**config.mk**
```make
export PLATFORM = sky130hd
export DESIGN_NAME = history_predictor_flat
export DESIGN_NICKNAME = d
export VERILOG_FILES = /design/src/rtl/history_predictor_if.sv /design/src/rtl/history_predictor.sv /design/src/flat_wrapper.sv
export SDC_FILE = /design/constraint.sdc
export NUM_CORES = 1
export LEC_CHECK = 0
export CELL_PAD_IN_SITES_DETAIL_PLACEMENT = 0
export CELL_PAD_IN_SITES_GLOBAL_PLACEMENT = 1
export CORE_ASPECT_RATIO = 1.75
export CORE_MARGIN = 2
export CORE_UTILIZATION = 40
export DETAILED_ROUTE_END_ITERATION = 6
export MAX_ROUTING_LAYER = met4
export PLACE_DENSITY_LB_ADDON = 0.1
export SLEW_MARGIN = 20
export SYNTH_ARGS = -nofsm -noshare
export SYNTH_HDL_FRONTEND = slang
export SYNTH_SLANG_ARGS = --single-unit
```
**constraint.sdc**
```tcl
create_clock -name clk -period 1.9 [get_ports clk]
set_clock_uncertainty 0.1 [all_clocks]
set_input_delay 0.57 -clock clk [delete_from_list [all_inputs] [get_ports clk]]
set_output_delay 0.57 -clock clk [all_outputs]
set_load 0.01 [all_outputs]
```
**src/rtl/history_predictor_if.sv**
```systemverilog
// history_predictor_if
//   Groups the prediction-request, branch-resolution and prediction-response
//   signals of the global-history branch predictor.
//   Parameter HIST_BITS : width of the PC index fields.
//   master modport : fetch side. It drives request/req_pc/result/res_pc/taken
//                    and reads prediction/pred_valid/pred_strong.
//   slave modport  : predictor side. It has the opposite directions.
interface history_predictor_if #(
  parameter int HIST_BITS = 4
);
  logic                 request;
  logic [HIST_BITS-1:0] req_pc;
  logic                 result;
  logic [HIST_BITS-1:0] res_pc;
  logic                 taken;
  logic                 prediction;
  logic                 pred_valid;
  logic                 pred_strong;

  modport master (
    output request, req_pc, result, res_pc, taken,
    input  prediction, pred_valid, pred_strong
  );

  modport slave (
    input  request, req_pc, result, res_pc, taken,
    output prediction, pred_valid, pred_strong
  );
endinterface

```
**src/rtl/history_predictor.sv**
```systemverilog
// history_predictor
//   This is a global-history branch direction predictor. A table of 2^HIST_BITS
//   saturating counters is indexed by the global taken/not-taken history.
//   When USE_PC is set, the history is XORed with the low PC bits (gshare).
//   The predictor answers one request and absorbs one resolved branch per
//   cycle. Both use the history as it was held before the clock edge.
// Ports
//   clk : rising-edge clock.
//   rst : asynchronous, active-high reset. It sets every counter to maximum
//         (strongly taken), clears the history and clears all outputs.
//   bus : history_predictor_if.slave. It carries the request/result inputs and
//         the registered prediction/pred_valid/pred_strong outputs.
module history_predictor #(
  parameter int HIST_BITS = 4,
  parameter int CTR_BITS  = 2,
  parameter bit USE_PC    = 1'b1
) (
  input  logic                   clk,
  input  logic                   rst,
  history_predictor_if.slave     bus
);
  localparam int                  DEPTH   = 1 << HIST_BITS;
  localparam logic [CTR_BITS-1:0] CTR_MAX = '1;
  localparam logic [CTR_BITS-1:0] CTR_ONE = CTR_BITS'(1);

  logic [HIST_BITS-1:0]      hist_q, hist_d;
  logic [DEPTH*CTR_BITS-1:0] ctr_flat;
  logic [HIST_BITS-1:0]      req_idx, res_idx;
  logic [CTR_BITS-1:0]       req_ctr;

  logic prediction_q, prediction_d;
  logic pred_valid_q, pred_valid_d;
  logic pred_strong_q, pred_strong_d;

  // Both indices use the pre-edge history. A request and a result on the same
  // edge therefore see the same history, and the read observes the old counter.
  assign req_idx = USE_PC ? (bus.req_pc ^ hist_q) : hist_q;
  assign res_idx = USE_PC ? (bus.res_pc ^ hist_q) : hist_q;
  assign req_ctr = ctr_flat[int'(req_idx)*CTR_BITS +: CTR_BITS];

  // Each counter has its own register because reset has to set the whole
  // table to CTR_MAX at once. An inferred RAM cannot be reset to a value.
  for (genvar gi = 0; gi < DEPTH; gi++) begin : g_ctr
    logic [CTR_BITS-1:0] ctr_q, ctr_d;

    always_comb begin
      ctr_d = ctr_q;
      if (bus.result && (res_idx == HIST_BITS'(gi))) begin
        if (bus.taken) begin
          if (ctr_q != CTR_MAX) ctr_d = ctr_q + CTR_ONE;
        end else begin
          if (ctr_q != '0) ctr_d = ctr_q - CTR_ONE;
        end
      end
    end

    always_ff @(posedge clk or posedge rst) begin
      if (rst) ctr_q <= CTR_MAX;
      else     ctr_q <= ctr_d;
    end

    assign ctr_flat[gi*CTR_BITS +: CTR_BITS] = ctr_q;
  end

  // The new outcome shifts in at the LSB and the oldest bit drops off the MSB.
  // Truncating {hist, taken} to HIST_BITS also covers the HIST_BITS=1 case.
  always_comb begin
    hist_d = hist_q;
    if (bus.result) hist_d = HIST_BITS'({hist_q, bus.taken});
  end

  // pred_valid is a single-cycle pulse. prediction and pred_strong hold
  // their values between requests.
  always_comb begin
    prediction_d  = prediction_q;
    pred_strong_d = pred_strong_q;
    pred_valid_d  = 1'b0;
    if (bus.request) begin
      prediction_d  = req_ctr[CTR_BITS-1];
      pred_strong_d = (req_ctr == '0) || (req_ctr == CTR_MAX);
      pred_valid_d  = 1'b1;
    end
  end

  always_ff @(posedge clk or posedge rst) begin
    if (rst) begin
      hist_q        <= '0;
      prediction_q  <= 1'b0;
      pred_valid_q  <= 1'b0;
      pred_strong_q <= 1'b0;
    end else begin
      hist_q        <= hist_d;
      prediction_q  <= prediction_d;
      pred_valid_q  <= pred_valid_d;
      pred_strong_q <= pred_strong_d;
    end
  end

  assign bus.prediction  = prediction_q;
  assign bus.pred_valid  = pred_valid_q;
  assign bus.pred_strong = pred_strong_q;
endmodule

```
**src/flat_wrapper.sv**
```systemverilog
// flat-port wrapper written by rule: the top's interface ports become plain ports
module history_predictor_flat 
#(
  parameter int HIST_BITS = 4,
  parameter int CTR_BITS  = 2,
  parameter bit USE_PC    = 1'b1
)
  (clk, rst, bus_request, bus_req_pc, bus_result, bus_res_pc, bus_taken, bus_prediction, bus_pred_valid, bus_pred_strong);
  history_predictor_if #(.HIST_BITS(HIST_BITS)) bus_i ();
  input  logic clk;
  input  logic rst;
  input wire logic [$bits(bus_i.request)-1:0] bus_request;
  input wire logic [$bits(bus_i.req_pc)-1:0] bus_req_pc;
  input wire logic [$bits(bus_i.result)-1:0] bus_result;
  input wire logic [$bits(bus_i.res_pc)-1:0] bus_res_pc;
  input wire logic [$bits(bus_i.taken)-1:0] bus_taken;
  output wire logic [$bits(bus_i.prediction)-1:0] bus_prediction;
  output wire logic [$bits(bus_i.pred_valid)-1:0] bus_pred_valid;
  output wire logic [$bits(bus_i.pred_strong)-1:0] bus_pred_strong;
  assign bus_i.request = bus_request;
  assign bus_i.req_pc = bus_req_pc;
  assign bus_i.result = bus_result;
  assign bus_i.res_pc = bus_res_pc;
  assign bus_i.taken = bus_taken;
  assign bus_prediction = bus_i.prediction;
  assign bus_pred_valid = bus_i.pred_valid;
  assign bus_pred_strong = bus_i.pred_strong;
  history_predictor #(.HIST_BITS(HIST_BITS), .CTR_BITS(CTR_BITS), .USE_PC(USE_PC)) u_core (.clk(clk), .rst(rst), .bus(bus_i));
endmodule
```
# Word-level counts from Yosys, hierarchy flattened
# Cells that the tools add are included.
dict set report classes {
  add_sub_neg 32
  eq_ne 48
  shift 1
  n_mux 49
  n_bitwise 2
  n_reduce_logical 67
}
# cell count
set ops {}
lappend ops {{2-bit two-way mux} 48}
lappend ops {{2-bit nonzero test} 32}
lappend ops {{3-bit AND reduction} 16}
lappend ops {{2-bit by 1-bit adder with 2-bit output (second input constant)} 16}
lappend ops {{4-bit == test (second input constant)} 8}
lappend ops {{2-bit by 1-bit inequality test with 1-bit output (second input constant)} 16}
lappend ops {{2-bit inequality test (second input constant)} 16}
lappend ops {{32-bit by 6-bit variable part select with 2-bit output} 1}
lappend ops {{2-bit by 1-bit subtractor with 2-bit output (second input constant)} 16}
lappend ops {{4-bit by 3-bit == test with 1-bit output (second input constant)} 4}
lappend ops {{1-bit logical AND} 16}
lappend ops {{4-bit by 2-bit == test with 1-bit output (second input constant)} 2}
lappend ops {{4-bit bitwise XOR} 2}
lappend ops {{4-bit by 1-bit == test with 1-bit output (second input constant)} 1}
lappend ops {{4-bit logical NOT} 1}
lappend ops {{2-bit == test (second input constant)} 1}
lappend ops {{2-bit logical NOT} 1}
lappend ops {{1-bit logical OR} 1}
lappend ops {{1-bit two-way mux} 1}
dict set report totals {
  reg_bits 39
  output_inout_bits 3
  elab_cells 219
}

# Depth between registers and ports, before layout
dict set report depth {
  word_depth 4
  ltp_mapped 7
}

# Least setup slack after synthesis
# No wires, ideal clock.
dict set report synth_timing {
  path_type {in2reg}
  startpoint {input bus_req_pc[1]}
  endpoint {register u_core.prediction_q (netlist: u_core.bus.prediction)}
  setup_time_ns 0.125
  t_arrival_ns 2.013
  slack_ns -0.338
  stages 5
  path_buffers 0
  path_cell_list {xnor2_2 -> mux4_1 -> mux2i_1 -> mux2i_1 -> mux2_2}
}
dict set report synth_between {
  elab_chain_len 2
}
# item line
set synth_lines {}
lappend synth_lines {{from (decl)} flat_wrapper.sv:13} ;# input wire logic [$bits(bus_i.req_pc)-1:0] bus_req_pc;
lappend synth_lines {{4-bit bitwise XOR} history_predictor.sv:37} ;# assign req_idx = USE_PC ? (bus.req_pc ^ hist_q) : hist_q;
lappend synth_lines {{32-bit by 6-bit variable part select with 2-bit output} history_predictor.sv:39} ;# assign req_ctr = ctr_flat[int'(req_idx)*CTR_BITS +: CTR_BITS];
lappend synth_lines {{to (signal assigned)} history_predictor.sv:93} ;# prediction_q <= prediction_d;
lappend synth_lines {{to (decl)} history_predictor.sv:31} ;# logic prediction_q, prediction_d;
# Every way passes these cells.
# A chain may end at the register's enable or synchronous reset.

# Worst setup path in the final report
dict set report layout_timing {
  startpoint {register u_core.hist_q[0]}
  endpoint {register u_core.prediction_q (netlist: u_core.bus.prediction)}
}
dict set report layout_between {
  elab_chain_len 2
}
# item line
set layout_lines {}
lappend layout_lines {{from (decl)} history_predictor.sv:26} ;# logic [HIST_BITS-1:0] hist_q, hist_d;
lappend layout_lines {{from (signal assigned)} history_predictor.sv:92} ;# hist_q <= hist_d;
lappend layout_lines {{4-bit bitwise XOR} history_predictor.sv:37}
lappend layout_lines {{32-bit by 6-bit variable part select with 2-bit output} history_predictor.sv:39}
# Every way passes these cells.

==> run_results.csv <==
group,metric,value,unit
critical_path,rr_startpoint,"u_core.hist_q[0]$_DFFE_PP0P_",
run_status,outcome,"complete, but fails checks",
timing,hold_viol,0,
synthesis,synthArstFlopShare,100,%
route,first_iter_violations,53,
layout,area_growth,32.9,%
timing,period_minus_slack,2050,ps
route,wl_per_cell,16.8,microns
global_routing,grt_max_degree,40,
floorplanning,start_util,41.6,%
global_routing,grt_pass1_vias,1952,
clock_network,cts_tree,"done",
timing,fmaxAchievable,488,MHz
critical_path,critPathCaptureType,"register",
global_routing,grt_usage,20.5,%
route,vias_per_cell,5.51,
floorplanning,dieHeight,105,microns
layout,n_antenna_cell,0,
route,drc,0,
placed_design,dp.cells,347,
clock_network,clock-root-buffer,"clkbuf_8",
critical_path,reg2reg_to,"u_core.bus.prediction$_DFFE_PP0P_",
timing,setup_viol,2,
synthesis,syn_inst,228,
placed_design,gp_congestion,0.775,
critical_path,r2r_cells,5,
route,num_vias,1995,
route,firstDrtPassIters,4,
clock_network,cts_sinks,39,
synthesis,syn_nets,241,
critical_path,rrSetupSlack,-150,ps
placed_design,hpwl,4400,microns
floorplanning,core-area,5630,sq um
timing,setup_slack,-148,ps
critical_path,crit_start,"u_core.hist_q[0]$_DFFE_PP0P_",
synthesis,postSynthAreaPerCell,10.3,sq um
layout,post_route_cells_drive_above_1_share,44.8,%
synthesis,synth.distinct_cells,28,
timing,worstMarginPinSlew,270,ps
job,cap_violations,0,
synthesis,synth.cell_area,2340,sq um
clock_network,clk_latency,290,ps
clock_network,path_clk_slew,70,ps
route,postRouteAntennaNets,0,
timing,rsz0062_at_grt,"true",
timing,maxSlewViolCount,0,
timing,totalNegativeSetupSlack,-257,ps
placed_design,io_buffer_count,15,
synthesis,synth_seq_cells,39,
critical_path,path_max_fanout,5,
timing,timing.slew.headroom,82.0,%
timing,finalCritPeriodShare,108,%
layout,instances_no_fill,362,
clock_network,cts_max_path_buffers,2,
critical_path,worstPathArrival,2130,ps
layout,layout.nets,298,
power_and_ir_drop,power.density,998,nW/um^2
layout,design_area,3120,sq um
floorplanning,fp.dieW,61.9,microns
run_status,failed_checks,"setup timing",
critical_path,endpoint,"u_core.bus.prediction$_DFFE_PP0P_",
synthesis,synth-edff-count,0,
critical_path,cp-start-kind,"register",
floorplanning,dieArea,6510,sq um
hold_path,min_path_type,"reg2reg",
layout,final_common_cell,"buf_4",
clock_network,htreeDepth,2,
critical_path,path_class,"reg2reg",
clock_network,hold_buffers,0,
floorplanning,io_pins,16,
critical_path,required,1980,ps
placed_design,dp_worst_setup_slack,-938,ps
global_routing,antenna_found_initial,0,
global_routing,gr-total-overflow,0,
route,wl,6060,microns
global_routing,grt_pass1_wl,9670,microns
power_and_ir_drop,ir_drop,0.000511,V
placed_design,place_area,2840,sq um
clock_network,numCtsBuffers,5,
floorplanning,rows,36,
layout,layout_common_cells,"buf_4, dfstp_2, nor2_1",
power_and_ir_drop,power.leakage,1.19,nW
synthesis,yosys_most_used_dff,"dfstp_2",
synthesis,yosysWarnings,0,
synthesis,ys_seq_area_share,43.3,%
## power by group
part	switching, W	total, W	internal [W]
sequential	0.000273	0.00137	0.00110
combinational	0.000417	0.00102	0.000600
clock	0.000297	0.000722	0.000425
## worst max-delay path: stages, from the launching register on
cell     delay, ps
dfrtp_2        450
xnor2_4        260
mux4_2         550
mux2i_2        200
mux2i_1        100
mux2_2         260
## worst min-delay path by stage
stage | startpoint | end | slack [ps] | cells after the start
6_report | u_core.bus.prediction$_DFFE_PP0P_ | u_core.bus.prediction$_DFFE_PP0P_ | 410 | 1
2_1_floorplan | u_core.g_ctr[15].ctr_q[0]$_DFFE_PP1P_ | u_core.g_ctr[15].ctr_q[0]$_DFFE_PP1P_ | 380 | 2
5_1_grt | u_core.bus.prediction$_DFFE_PP0P_ | u_core.bus.prediction$_DFFE_PP0P_ | 430 | 1
3_3_place_gp | u_core.bus.prediction$_DFFE_PP0P_ | u_core.bus.prediction$_DFFE_PP0P_ | 400 | 1
4_1_cts | u_core.bus.prediction$_DFFE_PP0P_ | u_core.bus.prediction$_DFFE_PP0P_ | 410 | 1
3_5_place_dp | u_core.bus.prediction$_DFFE_PP0P_ | u_core.bus.prediction$_DFFE_PP0P_ | 400 | 1
## logic make-up (layout without fill, tap and decap cells)
kind of cell | after synthesis | after routing | share of synthesized area (%)
buffers and inverters | 8 | 66 | 1.28
xor gates and xnor gates | 14 | 14 | 5.87
and+or+nand+nor | 68 | 68 | 13.6
muxes | 20 | 20 | 14.4
AOI/OAI and AO/OA | 79 | 79 | 21.6
DFF | 39 | 39 | 43.3
## state kept, by name, indices dropped and copies added, names as in the netlist
signal and cells:
u_core.bus.pred_valid 1, u_core.bus.prediction 1, u_core.g_ctr.ctr_q 32, u_core.bus.pred_strong 1, u_core.hist_q 4
## timing repair
item | 4_1_cts | 5_1_grt
gates resized for setup | 31 | 20
setup buffers | 6 | 3
setup endpoints to repair | 31 | 19
pin swaps | 7 | 7
hold endpoints to repair | 0 | 0
## synthesized netlist by cell type (all sizes together), types with 2 or more instances
cell    instances  area, sq um
nor2           37          139
dfstp          32          841
a21oi          28          140
o21ai          22          110
nand3b         11         82.6
nand2           9         33.8
o221a           9          101
o31ai           9         67.6
mux4            8          210
xnor2           8         85.1
dfrtp           7          175
mux2i           7         70.1
xor2            6         52.6
clkbuf          5         18.8
mux2            5         56.3
nand3           4         20.0
a21o            3         22.5
a221o           3         30.0
a31oi           3         18.8
inv             3         11.3
and2            2         12.5
or3             2         12.5
## metal layers
layer / global-route usage (%) / share of wire (%)
met1: 25.5 / 42
met2: 33.5 / 54
met3: 2.82 / 2.0
met4: 6.69 / 2.5
met5: - / 0
## final cells by class
| type | count | area (sq um) |
|---|---|---|
| flip-flops and latches | 39 | 1020 |
| repair buffers | 55 | 469 |
| fillers | 523 | 2510 |
| multi-input cells | 181 | 1400 |
| well taps | 76 | 95.1 |
| clock inverters | 2 | 35.0 |
| inverters | 3 | 11.3 |
| clock buffers | 6 | 82.6 |
## through the flow
step | power (W) | hold slack, ps | util, %
after floorplan | 0.00188 | 384 | -
after global placement | 0.00227 | 402 | 50.4
after detailed placement | 0.00227 | 395 | 50.4
after CTS | 0.00309 | 413 | 54.2
after global routing | 0.00329 | 427 | 55.3
final | 0.00311 | 412 | 55.3
No activity file was read; power rests on OpenSTA's default activity.
